**config.mk**
```make
export PLATFORM = sky130hd
export DESIGN_NAME = wbf_responder
export DESIGN_NICKNAME = d
export VERILOG_FILES = /design/src/rtl/wbf_pkg.sv /design/src/rtl/wbf_mem.sv /design/src/rtl/wbf_responder.sv
export SDC_FILE = /design/constraint.sdc
export NUM_CORES = 2
export LEC_CHECK = 0
export CORE_MARGIN = 3
export CORE_UTILIZATION = 50
export DETAILED_ROUTE_END_ITERATION = 16
export PLACE_DENSITY_LB_ADDON = 0.25
export RECOVER_POWER = 25
export SETUP_SLACK_MARGIN = 0.15
export SLEW_MARGIN = 20
export SYNTH_ARGS = -nofsm -noshare
export SYNTH_HDL_FRONTEND = slang
export SYNTH_SLANG_ARGS = --single-unit
```
**constraint.sdc**
```tcl
create_clock -name clk -period 4.85 [get_ports clk]
set_clock_uncertainty 0.15 [all_clocks]
set_input_delay 0.97 -clock clk [delete_from_list [all_inputs] [get_ports clk]]
set_output_delay 0.97 -clock clk [all_outputs]
set_load 0.01 [all_outputs]
```
**src/rtl/wbf_pkg.sv**
```systemverilog
// Shared Weight Buffer definitions: config opcodes, FSM states and the
// default datapath widths used by both the WBF and the WCA.
package wbf_pkg;

  localparam int unsigned WBF_DATA_WIDTH = 8;
  localparam int unsigned WBF_ADDR_WIDTH = 8;
  localparam int unsigned WBF_ISA_WIDTH  = 2;

  localparam logic [1:0] ISA_NOP   = 2'b00;
  localparam logic [1:0] ISA_LOAD  = 2'b01;
  localparam logic [1:0] ISA_SERVE = 2'b10;

  typedef enum logic [1:0] {
    IDLE  = 2'd0,
    LOAD  = 2'd1,
    SERVE = 2'd2
  } state_e;

endpackage

```
**src/rtl/wbf_mem.sv**
```systemverilog
// Single-port weight array: synchronous write, synchronous registered read.
// Behavioural SRAM model that a memory macro can replace.
module wbf_mem
  import wbf_pkg::*;
#(
  parameter int unsigned DATA_WIDTH = WBF_DATA_WIDTH,
  parameter int unsigned ADDR_WIDTH = WBF_ADDR_WIDTH
) (
  input  logic                  clk,
  input  logic                  we_i,
  input  logic                  re_i,
  input  logic [ADDR_WIDTH-1:0] addr_i,
  input  logic [DATA_WIDTH-1:0] wdata_i,
  output logic [DATA_WIDTH-1:0] rdata_o
);

  localparam int unsigned DEPTH = 1 << ADDR_WIDTH;

  logic [DATA_WIDTH-1:0] mem_q [DEPTH];

  always_ff @(posedge clk) begin
    if (we_i) mem_q[addr_i] <= wdata_i;
    if (re_i) rdata_o <= mem_q[addr_i];
  end

endmodule

```
**src/rtl/wbf_responder.sv**
```systemverilog
// Weight Buffer responder: fills the weight array from GLB and serves WCA
// reads with one cycle of latency and full back-pressure.
module wbf_responder
  import wbf_pkg::*;
#(
  parameter int unsigned DATA_WIDTH     = WBF_DATA_WIDTH,
  parameter int unsigned WEI_ADDR_WIDTH = WBF_ADDR_WIDTH,
  parameter int unsigned ISA_WIDTH      = WBF_ISA_WIDTH
) (
  input  logic                      clk,
  input  logic                      rst,
  input  logic                      TOPWBF_CfgVld,
  input  logic [ISA_WIDTH-1:0]      TOPWBF_CfgISA,
  input  logic [WEI_ADDR_WIDTH:0]   TOPWBF_CfgNum,
  output logic                      WBFTOP_CfgRdy,
  input  logic                      GLBWBF_DatVld,
  input  logic [DATA_WIDTH-1:0]     GLBWBF_Dat,
  output logic                      WBFGLB_DatRdy,
  input  logic                      WCAWBF_AdrVld,
  input  logic [WEI_ADDR_WIDTH-1:0] WCAWBF_Adr,
  output logic                      WBFWCA_AdrRdy,
  output logic                      WBFWCA_DatVld,
  output logic [DATA_WIDTH-1:0]     WBFWCA_Dat,
  input  logic                      WCAWBF_DatRdy
);

  localparam int unsigned    CW    = WEI_ADDR_WIDTH + 1;
  localparam logic [CW-1:0]  DEPTH = CW'(1) << WEI_ADDR_WIDTH;

  state_e                    state_q;
  logic [CW-1:0]             num_q, num_d;
  logic [CW-1:0]             wr_cnt_q, acc_cnt_q, dlv_cnt_q, loaded_q;
  logic                      dat_vld_q, in_rng_q;
  logic                      cfg_fire, fill_fire, adr_fire, dat_fire;
  logic [WEI_ADDR_WIDTH-1:0] mem_addr;
  logic [DATA_WIDTH-1:0]     mem_rdata;

  assign num_d = (TOPWBF_CfgNum > DEPTH) ? DEPTH : TOPWBF_CfgNum;

  assign WBFTOP_CfgRdy = (state_q == IDLE);
  assign WBFGLB_DatRdy = (state_q == LOAD) && (wr_cnt_q < num_q);
  assign WBFWCA_AdrRdy = (state_q == SERVE) && (acc_cnt_q < num_q) &&
                         (!dat_vld_q || WCAWBF_DatRdy);
  assign WBFWCA_DatVld = dat_vld_q;
  // Out-of-range reads and empty slots present zero instead of stale array data.
  assign WBFWCA_Dat    = in_rng_q ? mem_rdata : '0;

  assign cfg_fire  = TOPWBF_CfgVld & WBFTOP_CfgRdy;
  assign fill_fire = GLBWBF_DatVld & WBFGLB_DatRdy;
  assign adr_fire  = WCAWBF_AdrVld & WBFWCA_AdrRdy;
  assign dat_fire  = dat_vld_q & WCAWBF_DatRdy;

  assign mem_addr = (state_q == LOAD) ? wr_cnt_q[WEI_ADDR_WIDTH-1:0] : WCAWBF_Adr;

  wbf_mem #(
    .DATA_WIDTH (DATA_WIDTH),
    .ADDR_WIDTH (WEI_ADDR_WIDTH)
  ) u_mem (
    .clk     (clk),
    .we_i    (fill_fire),
    .re_i    (adr_fire),
    .addr_i  (mem_addr),
    .wdata_i (GLBWBF_Dat),
    .rdata_o (mem_rdata)
  );

  always_ff @(posedge clk or posedge rst) begin
    if (rst) begin
      state_q   <= IDLE;
      num_q     <= '0;
      wr_cnt_q  <= '0;
      acc_cnt_q <= '0;
      dlv_cnt_q <= '0;
      loaded_q  <= '0;
      dat_vld_q <= 1'b0;
      in_rng_q  <= 1'b0;
    end else begin
      case (state_q)
        IDLE: begin
          if (cfg_fire) begin
            if (TOPWBF_CfgISA == ISA_WIDTH'(ISA_LOAD)) begin
              state_q  <= LOAD;
              num_q    <= num_d;
              wr_cnt_q <= '0;
            end else if (TOPWBF_CfgISA == ISA_WIDTH'(ISA_SERVE)) begin
              state_q   <= SERVE;
              num_q     <= num_d;
              acc_cnt_q <= '0;
              dlv_cnt_q <= '0;
            end
          end
        end
        LOAD: begin
          if (fill_fire) begin
            wr_cnt_q <= wr_cnt_q + CW'(1);
          end else if (wr_cnt_q == num_q) begin
            loaded_q <= num_q;
            state_q  <= IDLE;
          end
        end
        SERVE: begin
          // A new address replaces the beat leaving this cycle, keeping 1 word/cycle.
          if (adr_fire) begin
            dat_vld_q <= 1'b1;
            in_rng_q  <= ({1'b0, WCAWBF_Adr} < loaded_q);
            acc_cnt_q <= acc_cnt_q + CW'(1);
          end else if (dat_fire) begin
            dat_vld_q <= 1'b0;
            in_rng_q  <= 1'b0;
          end
          if (dat_fire) dlv_cnt_q <= dlv_cnt_q + CW'(1);
          if (dlv_cnt_q == num_q) state_q <= IDLE;
        end
        default: state_q <= IDLE;
      endcase
    end
  end

endmodule

```
==> flow_summary_export.csv <==
group,metric,value,unit
run_status,outcome,"finished, violations left",
run_status,failed_checks,"max-capacitance violations, max-slew violations",
finish,post-route-util,0.579,
routing,ant_nets,0,
worst_setup_path,crit_buf_inv,2,
routing,vias,45400,
floorplanning,die_width,403,um
synthesis,syn_area,78900,um^2
floorplanning,die_h,403,um
worst_setup_path,critPathLaunchType,"register",
power_and_ir_drop,p_switching,10.8,mW
synthesis,yosysUniqueCellTypes,56,
cts,root_buffer,"clkbuf_16",
synthesis,ys_seq_elements,2105,
power_and_ir_drop,power.internal,31.2,mW
finish,syn_to_final_growth,14.9,%
cts,htree_levels,4,
routing,wire_per_inst,29.9,um
timing,fmax,0.215,GHz
timing,hold_ws,0.337,ns
finish,final_common_cell,"edfxtp_1",
timing,fin_crit_sh,0.957,
placement,place.gp.congestion,0.857,
worst_setup_path,cpLargestDelayFamily,"compound AO/OA/AOI/OAI gates",
grt,grt-ovfl-total,0,
routing,drt_iter0_markers,5525,
cts,post_cts_buffers,0,
cts,cts_made_buffers,206,
cts,cts_sinks,2105,
power_and_ir_drop,power_density,463,nW/um^2
synthesis,synth_nets,4494,
grt,grt_pass1_vias,44400,
routing,via_per_inst,6.50,
finish,fill_cells,11600,
grt,grt_pass1_wl,305,mm
cts,clk_pin_slew,0.06,ns
synthesis,synth-warning-count,0,
worst_setup_path,endpoint_kind,"register",
routing,drcViolationCount,0,
grt,grtUsageTotal,0.254,
synthesis,async_reset_ff_frac,0.0233,
floorplanning,fp.coreArea,157000,um^2
worst_setup_path,cp_cell_sequence,"and2b_1, o31ai_4, buf_12, buf_4, a22o_1, a221oi_1, o22ai_1, nor4_1, a21oi_1, a2111o_1",
worst_setup_path,crit_path_max_fanout,27,
timing,slew_headroom,-1.66,
power_and_ir_drop,vdd_drop_max,381,uV
routing,routed_wl,209,mm
worst_setup_path,crit_type,"reg -> reg",
floorplanning,start_util,0.504,
job,cap_viol_max_count,10,
synthesis,ys.flop_type,"edfxtp_1",
timing,worstMarginPinSlew,3.98,ns
floorplanning,ios,45,
timing,setup_violations,0,
grt,antenna_found_initial,4,
placement,dp_hpwl,126,mm
finish,final_cell_mix,"2056 x edfxtp_1, 512 x a22o_1, 499 x a221oi_1, 351 x buf_4, 282 x nor2_1",
power_and_ir_drop,pwr-share-clk,0.369,
cts,clock_latency,0.83,ns
power_and_ir_drop,p_leak,29.2,nW
timing,hold_violations,0,
synthesis,synthesis.instances,4432,
power_and_ir_drop,power_frac_comb,0.147,
synthesis,synth_edf_count,2056,
placement,portBuffers,44,
worst_setup_path,crit_path_top_delay_cell,"nor4_1",
floorplanning,dieArea,163000,um^2
routing,first_pass_iters,5,
worst_setup_path,cpPeakStageDelay,0.63,ns
synthesis,yosysSeqAreaShare,0.798,
grt,grt_max_degree,153,
timing,rsz0062_at_grt,"no",
min_path,hp-class,"reg -> reg",
timing,period_minus_slack,4.64,ns
finish,nNetsFinal,4824,
worst_setup_path,cp.required,5.28,ns
worst_setup_path,crit_arrival,5.08,ns
cts,cts_tree,"done",
synthesis,syn_avg_cell_area,17.8,um^2
timing,slew_viol_final,962,
power_and_ir_drop,p_sw_frac,0.257,
floorplanning,num_rows,145,
power_and_ir_drop,p_seq_frac,0.484,
finish,drive_above_1_share,0.148,
cts,clockBufferDepth,3,
-- flip-flops by register name (all words and copies together), names as in the netlist --
register,cells
in_rng_q,1
WBFWCA_DatVld,1
wr_cnt_q,9
acc_cnt_q,9
u_mem.mem_q,2048
dlv_cnt_q,9
u_mem.rdata_o,8
state_q,2
num_q,9
loaded_q,9
-- cells by family (layout without fill, tap and decap cells) --
kind of cell	after synthesis	count (layout)	share of synthesized area
AOI/OAI and AO/OA	1386	1386	0.144
adders and majority gates	29	29	0.00460
muxes	4	4	0.000555
buffers and inverters	356	859	0.0202
DFF	2105	2105	0.798
and+or+nand+nor	526	526	0.0301
other	0	2	0
xor gates and xnor gates	26	26	0.00289
-- worst register-to-register path, cell delays in order (launching register included) --
cell and delay, ns:
dfrtp_1 0.59, and2b_1 0.62, o31ai_4 0.27, buf_12 0.24, buf_4 0.23, a22o_1 0.29
a221oi_1 0.33, o22ai_1 0.17, nor4_1 0.64, a21oi_1 0.42, a2111o_1 0.45
-- path summary, 6_finish.rpt --
kind / cells past startpoint / endpoint / slack [ns] / start
worst min-delay path: 2 / loaded_q[5]$_DFFE_PP0P_ / 0.34 / loaded_q[5]$_DFFE_PP0P_
worst min register to register: 2 / loaded_q[5]$_DFFE_PP0P_ / 0.34 / loaded_q[5]$_DFFE_PP0P_
worst max-delay path: 10 / u_mem.rdata_o[2]$_DFFE_PP_ / 0.21 / state_q[0]$_DFFE_PP0P_
worst max register to register: 10 / u_mem.rdata_o[2]$_DFFE_PP_ / 0.21 / state_q[0]$_DFFE_PP0P_
max in group asynchronous: 2 / loaded_q[0]$_DFFE_PP0P_ / 2.50 / rst
min in group asynchronous: 2 / dlv_cnt_q[5]$_DFFE_PP0P_ / 1.02 / rst
-- layer usage --
layer	track usage	vias to the layer above	part of all wire
met3	0.0556	381	0.096
met1	0.359	23400	0.40
li1	-	19400	-
met5	0	-	0
met4	0.0897	0	0.035
met2	0.393	2242	0.47
-- final cells by class --
cell class | instances | area [um^2] | area share
clock inverters | 119 | 1130 | 0.0125
diodes | 2 | 5.00 | 0.0000552
multi-input cells | 1971 | 14400 | 0.159
clock buffers | 262 | 5430 | 0.0598
inverters | 30 | 114 | 0.00126
flip-flops and latches | 2105 | 63000 | 0.694
repair buffers | 448 | 4040 | 0.0445
well taps | 2058 | 2570 | 0.0284
-- metrics by stage --
stage                     total power, mW  cells  setup slack (ns)  area (um^2)  TNS, ns
after CTS                            42.2   6993             0.284        90800        0
after floorplan                      24.0   4432              1.44        78900        0
final                                42.0   6995             0.208        90700        0
after global routing                 43.3   6993             0.154        90700        0
after detailed placement             26.8   6612            -0.517        84200    -1.36
after global placement               26.8   6612            -0.566        84200    -1.47
-- timing repair --
action | in CTS | in global routing
endpoints found under the setup margin | 1 | 0
hold buffers | 0 | 0
gates resized for setup | 1 | 0
-- cells in the mapped netlist, types with 2 or more instances --
cell / instances / share of area
a31o_2: 2 / 0.00022
a21boi_1: 3 / 0.00029
nor2b_1: 3 / 0.00024
buf_6: 12 / 0.0017
a22o_1: 512 / 0.057
a2111o_1: 8 / 0.0011
buf_4: 6 / 0.00057
edfxtp_1: 2056 / 0.78
a21o_1: 4 / 0.00038
nor4_1: 66 / 0.0052
inv_1: 30 / 0.0014
nor3_1: 2 / 0.00013
nand2_1: 87 / 0.0041
a21oi_1: 26 / 0.0016
mux2_2: 3 / 0.00043
or3_1: 9 / 0.00071
nand4_1: 13 / 0.0010
buf_2: 119 / 0.0075
clkbuf_1: 181 / 0.0086
nand3b_1: 5 / 0.00048
o2111ai_1: 4 / 0.00044
xor2_1: 25 / 0.0028
o22ai_1: 256 / 0.020
ha_1: 29 / 0.0046
o211ai_1: 2 / 0.00019
o31ai_1: 8 / 0.00076
a221oi_1: 499 / 0.055
o21ai_0: 32 / 0.0020
nor2_1: 282 / 0.013
buf_1: 8 / 0.00038
and2_1: 12 / 0.00095
nor3b_1: 2 / 0.00019
and3_1: 5 / 0.00040
o21a_1: 2 / 0.00019
a221oi_2: 14 / 0.0027
dfrtp_1: 49 / 0.016
nand3_1: 20 / 0.0013
a21boi_0: 7 / 0.00067
nand2b_1: 12 / 0.00095
-- power by group through the flow --
stage / logic (mW) / registers, mW / clock network [mW]
2_1_floorplan: 3.45 / 20.6 / 0
3_3_place_gp: 6.09 / 20.7 / 0
3_5_place_dp: 6.12 / 20.7 / 0
4_1_cts: 6.15 / 20.3 / 15.7
5_1_grt: 6.53 / 20.3 / 16.4
6_report: 6.17 / 20.3 / 15.5
Power figures use the tool's default switching activity.
